===== src/rtl/adder_arbiter.sv =====
// Round-robin arbiter sharing one external adder between two requesters.
// Latency: grant at sample edge k, result registered at k+1, ack during cycle k+2..k+3.
// Backpressure: requests are level-held; anything seen while busy is ignored until IDLE.
module adder_arbiter #(
    parameter int WIDTH = 32,
    parameter int CNTW  = 16
) (
    input  logic             clk,
    input  logic             rst,
    input  logic             req0,
    input  logic             req1,
    input  logic [WIDTH-1:0] a0,
    input  logic [WIDTH-1:0] b0,
    input  logic [WIDTH-1:0] a1,
    input  logic [WIDTH-1:0] b1,
    input  logic             cin0,
    input  logic             cin1,
    output logic             ack0,
    output logic             ack1,
    output logic [WIDTH-1:0] add_a,
    output logic [WIDTH-1:0] add_b,
    output logic             add_cin,
    input  logic [WIDTH-1:0] add_sum,
    input  logic             add_cout,
    output logic [WIDTH-1:0] sum,
    output logic             cout,
    output logic             ovf,
    output logic             res_id,
    output logic             busy,
    output logic [CNTW-1:0]  ops_done
);

    typedef enum logic [1:0] {
        IDLE = 2'd0,
        EXEC = 2'd1,
        RESP = 2'd2
    } state_t;

    state_t           state;
    logic             exec_2nd;
    logic             gnt;
    logic             last_gnt;
    logic             pick;
    logic [WIDTH-1:0] op_a;
    logic [WIDTH-1:0] op_b;
    logic             op_cin;

    // Tie goes to whoever did not complete last; a lone request wins outright.
    always_comb begin
        pick = req1;
        if (req0 && req1)
            pick = ~last_gnt;
    end

    assign add_a   = op_a;
    assign add_b   = op_b;
    assign add_cin = op_cin;

    assign ack0 = (state == RESP) && !gnt;
    assign ack1 = (state == RESP) &&  gnt;
    assign busy = (state != IDLE);

    // EXEC spans two cycles: the first edge captures the adder result, the
    // second enters RESP, so ack lands two cycles after the sampling edge.
    always_ff @(posedge clk) begin
        if (rst) begin
            state    <= IDLE;
            exec_2nd <= 1'b0;
            gnt      <= 1'b0;
            last_gnt <= 1'b1;
            op_a     <= '0;
            op_b     <= '0;
            op_cin   <= 1'b0;
            sum      <= '0;
            cout     <= 1'b0;
            ovf      <= 1'b0;
            res_id   <= 1'b0;
            ops_done <= '0;
        end else begin
            case (state)
                IDLE: begin
                    if (req0 || req1) begin
                        gnt      <= pick;
                        op_a     <= pick ? a1 : a0;
                        op_b     <= pick ? b1 : b0;
                        op_cin   <= pick ? cin1 : cin0;
                        exec_2nd <= 1'b0;
                        state    <= EXEC;
                    end
                end
                EXEC: begin
                    if (!exec_2nd) begin
                        sum      <= add_sum;
                        cout     <= add_cout;
                        res_id   <= gnt;
                        ovf      <= (op_a[WIDTH-1] == op_b[WIDTH-1]) &&
                                    (add_sum[WIDTH-1] != op_a[WIDTH-1]);
                        exec_2nd <= 1'b1;
                    end else begin
                        state    <= RESP;
                        last_gnt <= gnt;
                        if (ops_done != {CNTW{1'b1}})
                            ops_done <= ops_done + 1'b1;
                    end
                end
                RESP: begin
                    state <= IDLE;
                end
                default: begin
                    state <= IDLE;
                end
            endcase
        end
    end

endmodule

===== config.mk =====
export PLATFORM = sky130hd
export DESIGN_NAME = adder_arbiter
export DESIGN_NICKNAME = d
export VERILOG_FILES = /design/src/rtl/adder_arbiter.sv
export SDC_FILE = /design/constraint.sdc
export NUM_CORES = 1
export LEC_CHECK = 0
export CAP_MARGIN = 20
export CORE_UTILIZATION = 31
export CTS_CLUSTER_SIZE = 12
export DETAILED_ROUTE_END_ITERATION = 10
export MAX_ROUTING_LAYER = met4
export PLACE_DENSITY_LB_ADDON = 0.05
export SETUP_SLACK_MARGIN = 0.05
export SYNTH_ARGS = -nofsm -noshare
export SYNTH_HDL_FRONTEND = slang
export SYNTH_SLANG_ARGS = --single-unit

===== constraint.sdc =====
create_clock -name clk -period 4.8 [get_ports clk]
set_input_delay 0.48 -clock clk [delete_from_list [all_inputs] [get_ports clk]]
set_output_delay 0.48 -clock clk [all_outputs]
set_load 0.01 [all_outputs]

==> results.py, run 1 <==
metrics = {
    "synth": {
        "synth_xor_area_share_pct": 0.175,
        "synth.cell_area_um2": 5010,
        "syn_avg_cell_area_um2": 8.90,
        "synth_cell_types": 32,
        "seq_area_frac_synth_pct": 48.3,
        "synth_ff_type": "dfxtp_1",
        "synth_cells": 563,
        "synth_compound_area_share_pct": 17.2,
        "synth_seq_cells": 121,
        "synth_warnings": 0,
        "yosys.area.top_type_share_pct": 48.3,
        "synth_fa_ha_area_share_pct": 0.250,
        "synthTopCellsByArea": "dfxtp_1 (48%), mux2i_1 (13%), a211oi_1 (9.9%)",
        "synth-edff-count": 0,
        "synth_top_family_by_area": "compound AO/OA/AOI/OAI gates",
        "async_flop_share_pct": 0,
        "synthesis.nets": 731,
        "yosysTopAreaCell": "dfxtp_1",
        "synthSimpleGateAreaFrac_pct": 17.1,
        "muxShareOfSynthArea_pct": 13.2,
    },
    "sta": {
        "fmax_mhz": 463,
        "tns_ns": 0,
        "setup_viol": 0,
        "worst_pin_slew_ns": 0.831,
        "slew_headroom_pct": 44.6,
        "hold_viol": 0,
        "final.min_clock_period_ns": 2.16,
        "slew_viol_final": 0,
        "rsz0062_at_grt": "no",
        "fin_crit_sh_pct": 45.0,
        "fin_skew_ns": 0.00560,
    },
    "critical_path": {
        "reg2reg_depth": 6,
        "path_max_fanout": 14,
        "crit_required_ns": 5.05,
        "reg2reg_to": "ops_done[11]",
        "path_class": "reg2reg",
        "start_kind": "register",
        "r2r_start": "ops_done[0]",
        "r2r_setup_slack_ns": 2.64,
        "crit_path_end_kind": "register",
        "arrival_ns": 2.41,
    },
    "layout": {
        "utilization_pct": 54.8,
        "final_common_cell": "clkdlybuf4s50_1",
        "drive_gt1_share_pct": 6.04,
        "area_delta_synth_final_pct": 73.1,
        "fill_cells": 1431,
        "n_antenna_cell": 0,
        "nets": 999,
        "final_cell_mix": "clkdlybuf4s50_1 (284), dfxtp_1 (121), nand2_1 (81)",
        "stdcell_count": 1060,
    },
    "global_routing": {
        "grt_use_total_pct": 19.4,
        "grt-ovfl-total": 0,
        "use_met1_pct": 21.7,
        "grt_pass1_wl_um": 23900,
        "grt_max_degree": 78,
        "antenna_found_initial": 0,
        "grt_pass1_vias": 4709,
        "use_met3_pct": 6.52,
        "use_met2_pct": 31.8,
        "grt-busiest-layer": "met2",
    },
    "routing": {
        "drt_iter0_drc": 180,
        "routedWlPerCell_um": 14.8,
        "drc": 0,
        "vias_per_cell": 4.71,
        "drtAntennaViolNets": 0,
        "drt-pass1-iter-count": 4,
        "drt_wl_total_um": 15700,
        "vias": 4988,
    },
    "placement": {
        "place.gp.congestion": 0.794,
        "dpl.hpwl_um": 11500,
        "numPortBuffers": 285,
        "dp.cells": 1028,
    },
    "power_and_ir_drop": {
        "p_sw_uw": 762,
        "swShare_pct": 24.3,
        "clkPwrFrac_pct": 43.0,
        "vdd_ir_drop_max_mv": 0.257,
        "p_leak_uw": 0.00316,
        "internal-power_uw": 2370,
        "pwr-share-comb_pct": 20.4,
        "p_per_area_nw_per_um2": 361,
        "pwr-share-seq_pct": 36.7,
    },
    "die": {
        "die_area_um2": 16700,
        "io_pins": 286,
        "row_count": 46,
        "start_util_pct": 31.7,
        "core_area_um2": 15800,
        "chipHeight_um": 129,
        "die_w_um": 129,
    },
    "hold_path": {
        "min-delay-start": "sum[19]",
        "hold_class": "reg2reg",
        "min_to": "sum[19]",
        "worst_hold_path.num_cells": 2,
    },
    "clock_tree": {
        "ctsRootBufferMaster": "clkbuf_16",
        "cts_buffer_depth": 2,
        "cts_tree": "built",
        "post_cts_buffers": 0,
        "h-tree-depth": 4,
        "insertion_delay_ns": 0.41,
        "cts-buffers-inserted": 17,
        "cts-resized-gates": 0,
        "clk_pin_slew_ns": 0.05,
        "holdBufCountCts": 0,
        "cts.sinks": 121,
    },
    "job": {
        "max-cap-violations": 0,
    },
    "status": {
        "status": "complete, no violations",
    },
}
## per-stage QoR
step | power (uW) | instance area (um^2) | hold slack, ns | worst slack, ns
2_1_floorplan | 1440 | 5010 | 0.438 | 2.95
3_3_place_gp | 1810 | 8040 | 0.442 | 2.35
3_5_place_dp | 1810 | 8040 | 0.448 | 2.31
4_1_cts | 3180 | 8680 | 0.455 | 2.62
5_1_grt | 3280 | 8680 | 0.469 | 2.41
6_report | 3130 | 8680 | 0.452 | 2.64
## how the worst max path moves through the flow
stage	startpoint	slack, ns	endpoint
floorplan	ops_done[0]	2.95	ops_done[1]
global placement	req0	2.35	add_a[2]
detailed placement	req0	2.31	add_b[0]
CTS	ops_done[0]	2.62	ops_done[11]
global route	state[1]	2.41	add_b[25]
finish	ops_done[0]	2.64	ops_done[11]
## Yosys cell counts, types with 3 or more instances
master and instances:
or3_1 7, dfxtp_1 121, a21oi_1 51, or2_2 4, mux2i_1 66, nand2_1 81
nor2_1 75, buf_2 14, a211oi_1 66, clkbuf_1 27, o31ai_1 7, or4_1 7
nand3_1 5, o21ai_0 7, nand4_1 3
## registers in the layout (all words and copies together) (netlist names)
name / flops
add_cin: 1
add_b: 32
cout: 1
exec_2nd: 1
ovf: 1
state: 2
last_gnt: 1
add_a: 32
ops_done: 16
sum: 32
gnt: 1
res_id: 1
## final cells by class
cell class	instances	area (um^2)	area share, %
Timing Repair Buffer	293	2920	33.7
Inverter	1	3.75	0.0433
Tap cell	216	270	3.11
Clock buffer	26	529	6.10
Clock inverter	6	108	1.24
Multi-Input combinational cell	397	2420	27.9
Sequential cell	121	2420	27.9
## per-layer routing
metal / vias up / part of all wire (%)
li1: 2549 / -
met1: 2234 / 41
met3: 20 / 8.6
met5: - / 0
met4: 0 / 1.5
met2: 185 / 49
## critical path, cell delays in order (launching register included)
cell	delay [ns]
dfxtp_1	0.41
ha_1	0.24
nand4_1	0.12
o41ai_2	0.72
buf_4	0.31
or4_1	0.14
a21oi_1	0.07
## power groups by stage
stage / Clock [uW] / Combinational [uW] / Sequential (uW)
after floorplan: 0 / 231 / 1210
after global placement: 0 / 643 / 1160
after detailed placement: 0 / 646 / 1170
after CTS: 1380 / 648 / 1150
after global routing: 1430 / 696 / 1160
final: 1350 / 638 / 1150
## cells by family after synthesis
kind of cell    count (synthesis)
buf+inv                        45
fa+ha+maj                       1
simple gates                  196
flops                         121
xor+xnor                        1
compound gates                133
mux                            66
No activity file was read; power rests on OpenSTA's default activity.
==> run 2, diff against run 1 <==
==> constraint.sdc (replaced) <==
create_clock -name clk -period 2.18 [get_ports clk]
set_input_delay 0.218 -clock clk [delete_from_list [all_inputs] [get_ports clk]]
set_output_delay 0.218 -clock clk [all_outputs]
set_load 0.01 [all_outputs]
==> results.py, run 2 (synthesized netlist as in run 1, its figures left out) <==
metrics = {
    "sta": {
        "worst_pin_slew_ns": 0.679,
        "slew_viol_final": 0,
        "fin_skew_ns": 0.00648,
        "fin_crit_sh_pct": 86.0,
        "hold_viol": 0,
        "final.min_clock_period_ns": 1.88,
        "rsz0062_at_grt": "no",
        "slew_headroom_pct": 54.7,
        "tns_ns": 0,
        "setup_viol": 0,
        "fmax_mhz": 533,
    },
    "layout": {
        "n_antenna_cell": 0,
        "fill_cells": 1431,
        "multi_input_area_um2": 2420,
        "final_cell_mix": "clkdlybuf4s50_1 (284), dfxtp_1 (121), nand2_1 (81)",
        "utilization_pct": 55.1,
        "drive_gt1_share_pct": 6.03,
        "nets": 1001,
        "final_common_cell": "clkdlybuf4s50_1",
        "regArea_um2": 2420,
        "area_delta_synth_final_pct": 73.9,
    },
    "critical_path": {
        "worstPathCellList": "ha_1 -> nand4_1 -> o41ai_2 -> buf_4 -> mux2i_1 -> nor2_1",
        "critPathBufInv": 1,
        "crit_family": "compound AO/OA/AOI/OAI gates",
        "arrival_ns": 2.16,
        "crit_path_end_kind": "register",
        "slowest_delay_ns": 0.46,
        "path_max_fanout": 18,
        "critPathSlowestCell": "o41ai_2",
        "start_kind": "register",
        "path_class": "reg2reg",
        "crit_required_ns": 2.47,
    },
    "clock_tree": {
        "holdBufCountCts": 0,
        "insertion_delay_ns": 0.41,
        "cts-resized-gates": 0,
        "cts-buffers-inserted": 17,
        "post_cts_buffers": 0,
        "clk_pin_slew_ns": 0.06,
        "ctsRootBufferMaster": "clkbuf_16",
        "cts.sinks": 121,
        "cts_tree": "built",
        "cts_buffer_depth": 2,
        "h-tree-depth": 4,
    },
    "global_routing": {
        "grt_pass1_wl_um": 24300,
        "grt_pass1_vias": 4756,
        "grt-ovfl-total": 0,
        "grt_use_total_pct": 19.6,
        "grt_max_degree": 83,
        "antenna_found_initial": 0,
    },
    "job": {
        "max-cap-violations": 0,
    },
    "die": {
        "row_count": 46,
        "io_pins": 286,
        "die_w_um": 129,
        "start_util_pct": 31.7,
        "chipHeight_um": 129,
        "core_area_um2": 15800,
        "die_area_um2": 16700,
    },
    "routing": {
        "vias_per_cell": 4.68,
        "drt_iter0_drc": 210,
        "drt-pass1-iter-count": 4,
        "vias": 4971,
        "drc": 0,
        "drt_wl_total_um": 15900,
        "routedWlPerCell_um": 15.0,
        "drtAntennaViolNets": 0,
    },
    "placement": {
        "place.gp.congestion": 0.774,
        "numPortBuffers": 285,
        "dpl.hpwl_um": 11600,
    },
    "power_and_ir_drop": {
        "p_leak_uw": 0.00317,
        "vdd_ir_drop_max_mv": 0.550,
        "p_per_area_nw_per_um2": 780,
    },
    "status": {
        "status": "complete, no violations",
    },
    "hold_path": {
        "hold_class": "in2reg",
    },
}
==> run 2: cell count changes in the layout (fill, tap and decap cells not counted), sizes merged <==
cell    delta
buf        +2
clkbuf     -2
clkinv     +2
==> run 2: stage by stage <==
stage	cells	hold WS (ns)	cell area, um^2	setup WS, ns	power (uW)
5_1_grt	1062	0.316	8720	0.137	7100
2_1_floorplan	563	0.354	5010	0.330	3160
3_5_place_dp	1030	0.446	8120	0.270	4010
4_1_cts	1062	0.282	8720	0.299	6880
6_report	1062	0.286	8720	0.304	6800
3_3_place_gp	1030	0.441	8120	0.275	3990
==> run 2: cell type report <==
class | count | area share, %
Inverter | 1 | 0.0431
Multi-Input combinational cell | 397 | 27.8
Clock buffer | 24 | 5.53
Timing Repair Buffer | 295 | 34.4
Sequential cell | 121 | 27.8
Tap cell | 216 | 3.10
Clock inverter | 8 | 1.35
==> run 2: worst register-to-register path: stages, from the launching register on <==
cell and delay [ns]:
dfxtp_1 0.40, ha_1 0.23, nand4_1 0.13, o41ai_2 0.46, buf_4 0.29, mux2i_1 0.21, nor2_1 0.06
==> run 2: per-layer routing <==
layer	global-route usage [%]	vias up	share of wire (%)
li1	-	2541	-
met1	21.8	2224	41
met2	32.2	188	49
met3	6.65	18	8.6
met4	7.96	0	1.9
met5	-	-	0
==> run 2: worst paths after layout <==
check / endpoint / slack [ns] / cells after the start / startpoint
worst max-delay path: ops_done[1] / 0.30 / 6 / ops_done[0]
worst min-delay path: sum[6] / 0.29 / 2 / rst
worst max register to register: ops_done[1] / 0.30 / 6 / ops_done[0]
worst min register to register: sum[22] / 0.45 / 2 / sum[22]
==> run 2: power by group <==
part	leakage [uW]	internal [uW]	total [uW]	switching, uW
Sequential	0.000997	2420	2530	111
Clock	0.000294	1880	2850	966
Combinational	0.00188	814	1420	607
